## config.mk

```make
export PLATFORM = sky130hd
export DESIGN_NAME = spi_target_flat
export DESIGN_NICKNAME = d
export VERILOG_FILES = /design/src/rtl/spi_target_pkg.sv /design/src/rtl/spi_target_if.sv /design/src/rtl/spi_sync.sv /design/src/rtl/spi_target.sv /design/src/flat_wrapper.sv
export SDC_FILE = /design/constraint.sdc
export NUM_CORES = 1
export LEC_CHECK = 0
export ABC_AREA = 1
export CORE_MARGIN = 2
export CORE_UTILIZATION = 50
export DETAILED_ROUTE_END_ITERATION = 7
export HOLD_SLACK_MARGIN = 0.06
export PLACE_DENSITY_LB_ADDON = 0.2
export SLEW_MARGIN = 20
export SYNTH_ARGS = -nofsm -noshare
export SYNTH_HDL_FRONTEND = slang
export SYNTH_HIERARCHICAL = 1
export SYNTH_SLANG_ARGS = --single-unit
```

## constraint.sdc

```tcl
create_clock -name clk_48mhz -period 2.2 [get_ports clk_48mhz]
set_clock_uncertainty 0.2 [all_clocks]
set_input_delay 0.44 -clock clk_48mhz [delete_from_list [all_inputs] [get_ports clk_48mhz]]
set_output_delay 0.44 -clock clk_48mhz [all_outputs]
set_load 0.005 [all_outputs]
```

## src/rtl/spi_target_pkg.sv

```systemverilog
// Shared types and constants for the SPI mode-0 target port.
package spi_target_pkg;

  localparam int         BIT_CNT_W         = 3;
  localparam logic [7:0] IDLE_BYTE_DEFAULT = 8'hFF;

  typedef enum logic {
    ST_IDLE  = 1'b0,
    ST_SHIFT = 1'b1
  } state_t;

  typedef struct packed {
    logic frame_start;
    logic frame_end;
    logic rx_valid;
    logic tx_underrun;
  } evt_t;

endpackage

```

## src/rtl/spi_target_if.sv

```systemverilog
// User-side bus of spi_target: RX strobe, TX holding-register handshake, frame events.
interface spi_target_if;
  import spi_target_pkg::*;

  // tx_data is transferred on any clock where tx_valid && tx_ready; tx_valid may
  // be held or dropped freely, tx_ready depends only on holding-register occupancy.
  logic [7:0] rx_data;
  logic       rx_valid;
  logic [7:0] tx_data;
  logic       tx_valid;
  logic       tx_ready;
  logic       frame_start;
  logic       frame_end;
  logic       tx_underrun;
  state_t     state_dbg;

  modport slave (
    output rx_data, rx_valid, tx_ready, frame_start, frame_end, tx_underrun, state_dbg,
    input  tx_data, tx_valid
  );

  modport master (
    input  rx_data, rx_valid, tx_ready, frame_start, frame_end, tx_underrun, state_dbg,
    output tx_data, tx_valid
  );

endinterface

```

## src/rtl/spi_sync.sv

```systemverilog
// N-stage flop synchronizer for one asynchronous pin, with a selectable reset level.
module spi_sync #(
  parameter int   STAGES    = 2,
  parameter logic RESET_VAL = 1'b0
) (
  input  logic clk,
  input  logic reset_n,
  input  logic d,
  output logic q
);

  logic [STAGES-1:0] sync_q, sync_d;

  always_comb begin
    sync_d = {sync_q[STAGES-2:0], d};
  end

  always_ff @(posedge clk) begin
    if (!reset_n) sync_q <= {STAGES{RESET_VAL}};
    else          sync_q <= sync_d;
  end

  assign q = sync_q[STAGES-1];

endmodule

```

## src/rtl/spi_target.sv

```systemverilog
// SPI mode-0 target: oversamples the host pins on clk_48mhz, shifts bytes MSB first
// and exchanges them with user logic through a one-deep TX holding register.
module spi_target
  import spi_target_pkg::*;
#(
  parameter logic [7:0] IDLE_BYTE   = IDLE_BYTE_DEFAULT,
  parameter int         SYNC_STAGES = 2
) (
  input  logic        clk_48mhz,
  input  logic        reset_n,
  input  logic        spi_sck,
  input  logic        spi_cs_n,
  input  logic        spi_mosi,
  output logic        spi_miso,
  output logic        spi_miso_oe,
  spi_target_if.slave bus
);

  logic sck_s, cs_n_s, mosi_s;

  spi_sync #(.STAGES(SYNC_STAGES), .RESET_VAL(1'b0)) u_sync_sck (
    .clk(clk_48mhz), .reset_n(reset_n), .d(spi_sck), .q(sck_s));
  spi_sync #(.STAGES(SYNC_STAGES), .RESET_VAL(1'b1)) u_sync_cs_n (
    .clk(clk_48mhz), .reset_n(reset_n), .d(spi_cs_n), .q(cs_n_s));
  spi_sync #(.STAGES(SYNC_STAGES), .RESET_VAL(1'b0)) u_sync_mosi (
    .clk(clk_48mhz), .reset_n(reset_n), .d(spi_mosi), .q(mosi_s));

  logic                 sck_prev_q, sck_prev_d, cs_n_prev_q, cs_n_prev_d;
  logic                 sck_rise, sck_fall, cs_fall, cs_rise;
  state_t               state_q, state_d;
  logic [BIT_CNT_W-1:0] bit_cnt_q, bit_cnt_d;
  logic [7:0]           rx_shift_q, rx_shift_d;
  logic [7:0]           tx_shift_q, tx_shift_d;
  logic [7:0]           hold_q, hold_d;
  logic                 hold_full_q, hold_full_d;
  evt_t                 evt_q, evt_d;
  logic                 load, accept;
  logic                 miso_q, miso_d, miso_oe_q, miso_oe_d;
  logic [7:0]           rx_data_q, rx_data_d;
  evt_t                 evt_out_q, evt_out_d;

  assign sck_rise = sck_s & ~sck_prev_q;
  assign sck_fall = ~sck_s & sck_prev_q;
  assign cs_fall  = ~cs_n_s & cs_n_prev_q;
  assign cs_rise  = cs_n_s & ~cs_n_prev_q;

  // Chip-select changes win over any SCK edge in the same cycle, so the trailing
  // SCK fall that coincides with CS release does not pull in another byte.
  always_comb begin
    sck_prev_d  = sck_s;
    cs_n_prev_d = cs_n_s;
    state_d     = state_q;
    bit_cnt_d   = bit_cnt_q;
    rx_shift_d  = rx_shift_q;
    tx_shift_d  = tx_shift_q;
    hold_d      = hold_q;
    hold_full_d = hold_full_q;
    evt_d       = '0;
    load        = 1'b0;
    accept      = bus.tx_valid & ~hold_full_q;

    case (state_q)
      ST_IDLE: begin
        bit_cnt_d = '0;
        if (cs_fall) begin
          state_d           = ST_SHIFT;
          evt_d.frame_start = 1'b1;
          load              = 1'b1;
        end
      end
      ST_SHIFT: begin
        if (cs_rise) begin
          state_d         = ST_IDLE;
          evt_d.frame_end = 1'b1;
          bit_cnt_d       = '0;
        end else if (sck_rise) begin
          rx_shift_d = {rx_shift_q[6:0], mosi_s};
          bit_cnt_d  = bit_cnt_q + 1'b1;
          if (bit_cnt_q == '1) evt_d.rx_valid = 1'b1;
        end else if (sck_fall) begin
          if (bit_cnt_q != '0) tx_shift_d = {tx_shift_q[6:0], 1'b0};
          else                 load       = 1'b1;
        end
      end
      default: state_d = ST_IDLE;
    endcase

    // A load takes the old holding contents; a same-cycle accept refills it.
    if (load) begin
      tx_shift_d        = hold_full_q ? hold_q : IDLE_BYTE;
      evt_d.tx_underrun = ~hold_full_q;
      hold_full_d       = accept;
    end else if (accept) begin
      hold_full_d = 1'b1;
    end
    if (accept) hold_d = bus.tx_data;
  end

  always_comb begin
    miso_d    = (state_q == ST_SHIFT) ? tx_shift_q[7] : 1'b1;
    miso_oe_d = (state_q == ST_SHIFT);
    rx_data_d = evt_q.rx_valid ? rx_shift_q : rx_data_q;
    evt_out_d = evt_q;
  end

  always_ff @(posedge clk_48mhz) begin
    if (!reset_n) begin
      sck_prev_q  <= 1'b0;
      cs_n_prev_q <= 1'b1;
      state_q     <= ST_IDLE;
      bit_cnt_q   <= '0;
      rx_shift_q  <= '0;
      tx_shift_q  <= IDLE_BYTE;
      hold_q      <= '0;
      hold_full_q <= 1'b0;
      evt_q       <= '0;
      miso_q      <= 1'b1;
      miso_oe_q   <= 1'b0;
      rx_data_q   <= '0;
      evt_out_q   <= '0;
    end else begin
      sck_prev_q  <= sck_prev_d;
      cs_n_prev_q <= cs_n_prev_d;
      state_q     <= state_d;
      bit_cnt_q   <= bit_cnt_d;
      rx_shift_q  <= rx_shift_d;
      tx_shift_q  <= tx_shift_d;
      hold_q      <= hold_d;
      hold_full_q <= hold_full_d;
      evt_q       <= evt_d;
      miso_q      <= miso_d;
      miso_oe_q   <= miso_oe_d;
      rx_data_q   <= rx_data_d;
      evt_out_q   <= evt_out_d;
    end
  end

  assign spi_miso        = miso_q;
  assign spi_miso_oe     = miso_oe_q;
  assign bus.rx_data     = rx_data_q;
  assign bus.rx_valid    = evt_out_q.rx_valid;
  assign bus.tx_ready    = ~hold_full_q;
  assign bus.frame_start = evt_out_q.frame_start;
  assign bus.frame_end   = evt_out_q.frame_end;
  assign bus.tx_underrun = evt_out_q.tx_underrun;
  assign bus.state_dbg   = state_q;

endmodule

```

## src/flat_wrapper.sv

```systemverilog
// flat-port wrapper written by rule: the top's interface ports become plain ports
module spi_target_flat import spi_target_pkg::*;
#(
  parameter logic [7:0] IDLE_BYTE   = IDLE_BYTE_DEFAULT,
  parameter int         SYNC_STAGES = 2
)
  (clk_48mhz, reset_n, spi_sck, spi_cs_n, spi_mosi, spi_miso, spi_miso_oe, bus_rx_data, bus_rx_valid, bus_tx_ready, bus_frame_start, bus_frame_end, bus_tx_underrun, bus_state_dbg, bus_tx_data, bus_tx_valid);
  spi_target_if bus_i ();
  input  logic clk_48mhz;
  input  logic reset_n;
  input  logic spi_sck;
  input  logic spi_cs_n;
  input  logic spi_mosi;
  output logic spi_miso;
  output logic spi_miso_oe;
  output wire logic [$bits(bus_i.rx_data)-1:0] bus_rx_data;
  output wire logic [$bits(bus_i.rx_valid)-1:0] bus_rx_valid;
  output wire logic [$bits(bus_i.tx_ready)-1:0] bus_tx_ready;
  output wire logic [$bits(bus_i.frame_start)-1:0] bus_frame_start;
  output wire logic [$bits(bus_i.frame_end)-1:0] bus_frame_end;
  output wire logic [$bits(bus_i.tx_underrun)-1:0] bus_tx_underrun;
  output wire logic [$bits(bus_i.state_dbg)-1:0] bus_state_dbg;
  input wire logic [$bits(bus_i.tx_data)-1:0] bus_tx_data;
  input wire logic [$bits(bus_i.tx_valid)-1:0] bus_tx_valid;
  assign bus_rx_data = bus_i.rx_data;
  assign bus_rx_valid = bus_i.rx_valid;
  assign bus_tx_ready = bus_i.tx_ready;
  assign bus_frame_start = bus_i.frame_start;
  assign bus_frame_end = bus_i.frame_end;
  assign bus_tx_underrun = bus_i.tx_underrun;
  assign bus_state_dbg = bus_i.state_dbg;
  assign bus_i.tx_data = bus_tx_data;
  assign bus_i.tx_valid = bus_tx_valid;
  spi_target #(.IDLE_BYTE(IDLE_BYTE), .SYNC_STAGES(SYNC_STAGES)) u_core (.clk_48mhz(clk_48mhz), .reset_n(reset_n), .spi_sck(spi_sck), .spi_cs_n(spi_cs_n), .spi_mosi(spi_mosi), .spi_miso(spi_miso), .spi_miso_oe(spi_miso_oe), .bus(bus_i));
endmodule
```

==> flow_metrics.tcl <==
set metrics [dict create \
    rsz0062_at_grt "no" \
    drt_iter0_markers 110 \
    ir_worst_vdd_v 0.000475 \
    whs_endpoint "u_core/u_sync_mosi/sync_q[1]" \
    crit_path_end_kind "primary output" \
    ctsHtreeMaxLevel 2 \
    first_global_vias 1561 \
    cts.sinks 55 \
    slowest_delay_ns 0.52 \
    critPathArrivalTime_ns 1.31 \
    grt_max_degree 23 \
    syn2layout_area_growth_pct 20.4 \
    critical_path_class "flip-flop to primary output" \
    power_density_nw_per_um2 672 \
    numPortBuffers 29 \
    worstSkewPairLatency_ns 0.30 \
    synth_most_common_cell "nor2_1" \
    diodes 0 \
    initial_core_util_pct 52.7 \
    remaining_drc_errors 0 \
    cp_slowest_cell "clkdlybuf4s50_1" \
    dp_cells 355 \
    r2r_end "u_core/tx_shift_q[4]" \
    hold_violations 0 \
    syn-num-nets 296 \
    postSynth.asyncResetShare_pct 0 \
    numCtsBuffers 5 \
    ys_top_cells_by_area "dfxtp_1 52%, nor2_1 11%, nand2_1 7.6%" \
    fp.dieW_um 69.1 \
    clock.fmax_mhz 512 \
    num_vias 1698 \
    via_per_inst 4.69 \
    synth_top_area_cell "dfxtp_1" \
    postCtsSetupRepairBufs 0 \
    path_cells "inv_2 -> clkdlybuf4s50_1" \
    required_ns 1.56 \
    die_area_um2 4780 \
    gp_congestion 0.811 \
    tightest_slew_ns 0.407 \
    hpwlAfterDp_um 2620 \
    synth_common_cells "64 x nor2_1, 55 x dfxtp_1, 43 x nand2_1" \
    synth_flop_cell "dfxtp_1" \
    avgSynthCellArea_um2 7.61 \
    reg2reg_depth 10 \
    synth_seq_cells 55 \
    synth_top_area_share_pct 51.9 \
    cp_max_fo 10 \
    nNetsFinal 329 \
    yosysSeqAreaShare_pct 51.9 \
    final_core_utilization_pct 63.4 \
    synth_edf_count 0 \
    cp-start-kind "flip-flop" \
    period_minus_slack_ns 1.95 \
    post-route-period-util_pct 88.8 \
    core_um2 4030 \
    clk_pin_slew_ns 0.08 \
    synthCells 279 \
    hold_ws_ns 0.219 \
    drive_gt1_share_pct 9.94 \
    grt_usage_pct 16.9 \
    syn_area_um2 2120 \
    synth.distinct_cells 20 \
    cts-resized-gates 0 \
    drv_slew 0 \
    cts_root_buf "clkbuf_8" \
    avgRoutedWirePerCell_um 10.1 \
    ant_nets 0 \
    wirelength_um 3660 \
    stdcell_area_um2 2550 \
    p_leak_nw 1.33 \
    status "complete, no violations" \
    cts_hold_buf 0 \
    ys.warnings.count 6 \
    worstHoldPathType "flip-flop to flip-flop" \
    row_count 23 \
    cts_tree "built" \
    max-cap-violations 0 \
    fin_setup_tns_ns 0 \
    whs_path_depth 2 \
    grt_pass1_wl_um 6680 \
    antenna_found_initial 0 \
    r2r_slack_ns 0.44 \
    clockBufferDepth 2 \
    finalSetupViolations 0 \
    max_slew_margin_pct 72.8 \
    reg2reg_from "u_core/bit_cnt_q[0]" \
    hp-start "u_core/u_sync_mosi/sync_q[0]" \
    boundaryPins 30 \
    final-instance-count-excl-fill 362 \
    overflow 0 \
    die_y_um 69.1 \
    dpl_cell_area_um2 2470 \
    firstDrtPassIters 6 \
]
-- placed cells by master (no fill, tap or decap) --
cell type        instances
nor3_2                   2
nand2_1                 43
nand3_2                  2
o21ai_1                  8
dfxtp_1                 55
nand3_1                 21
or2_2                    1
o21ai_0                 17
clkdlybuf4s50_1         29
inv_1                   35
inv_2                    4
nand2_4                  3
o211ai_2                 1
a21oi_1                  5
nor2_1                  64
nand2_2                  7
or2_0                    1
buf_4                    4
ha_1                     3
clkbuf_8                 6
clkinv_2                 1
-- layout make-up --
type / count / area, um2
clock buffers: 6 / 82.6
clock inverters: 1 / 5.00
fillers: 397 / 1470
inverters: 39 / 146
multi-input cells: 178 / 837
flip-flops and latches: 55 / 1100
well taps: 50 / 62.6
repair buffers: 33 / 320
-- worst max path at each step --
stage	start	end	slack, ns	cells after the start
after global placement	reset_n	u_core/bit_cnt_q[0]	0.25	4
after detailed placement	reset_n	u_core/bit_cnt_q[0]	0.24	4
after global routing	u_core/hold_full_q	bus_tx_ready	0.20	2
final	u_core/hold_full_q	bus_tx_ready	0.25	2
after CTS	u_core/hold_full_q	bus_tx_ready	0.23	2
after floorplan	u_core/bit_cnt_q[0]	u_core/tx_shift_q[0]	0.66	10
-- cell families (layout without fill, tap and decap cells) --
| logic type | Yosys count | after routing | synth area share (%) |
|---|---|---|---|
| and+or+nand+nor | 144 | 144 | 30.0 |
| DFF | 55 | 55 | 51.9 |
| adders and majority gates | 3 | 3 | 1.77 |
| buffers and inverters | 46 | 79 | 8.67 |
| AOI/OAI and AO/OA | 31 | 31 | 7.66 |
-- through the flow --
stage	worst slack, ns	total power (W)
after global routing	0.196	0.00180
after global placement	0.255	0.00120
after CTS	0.232	0.00174
final	0.247	0.00172
after detailed placement	0.241	0.00120
after floorplan	0.661	0.00114
-- state kept, by name, summed over array words and instances, names as in the netlist, 2 cells and up --
register and cells:
u_core/rx_shift_q 8, u_core/hold_q 8, u_core/u_sync_sck/sync_q 2, u_core/tx_shift_q 8, u_core/bus.rx_data 8, u_core/u_sync_mosi/sync_q 2
u_core/bit_cnt_q 3, u_core/u_sync_cs_n/sync_q 2, u_core/evt_out_d 4
-- worst max-delay path: cells and delay by family (launching register included) --
kind	cells	cell delay (ns)
buffers and inverters	2	0.67
DFF	1	0.35
-- per-layer routing --
layer	routed length, um	global-route usage, %	up-vias
met3	154	5.26	6
li1	-	-	918
met2	1650	26.9	33
met1	1800	21.6	741
met5	0	0	-
met4	55	5.88	0
-- report_power, final --
part           switching (W)  total (W)  leakage, nW  internal (W)
clock network       0.000296   0.000543       0.0470      0.000247
logic              0.0000751   0.000135        0.833     0.0000597
registers          0.0000158    0.00104        0.448       0.00102
Note: power is estimated with default switching activity, not from simulation.
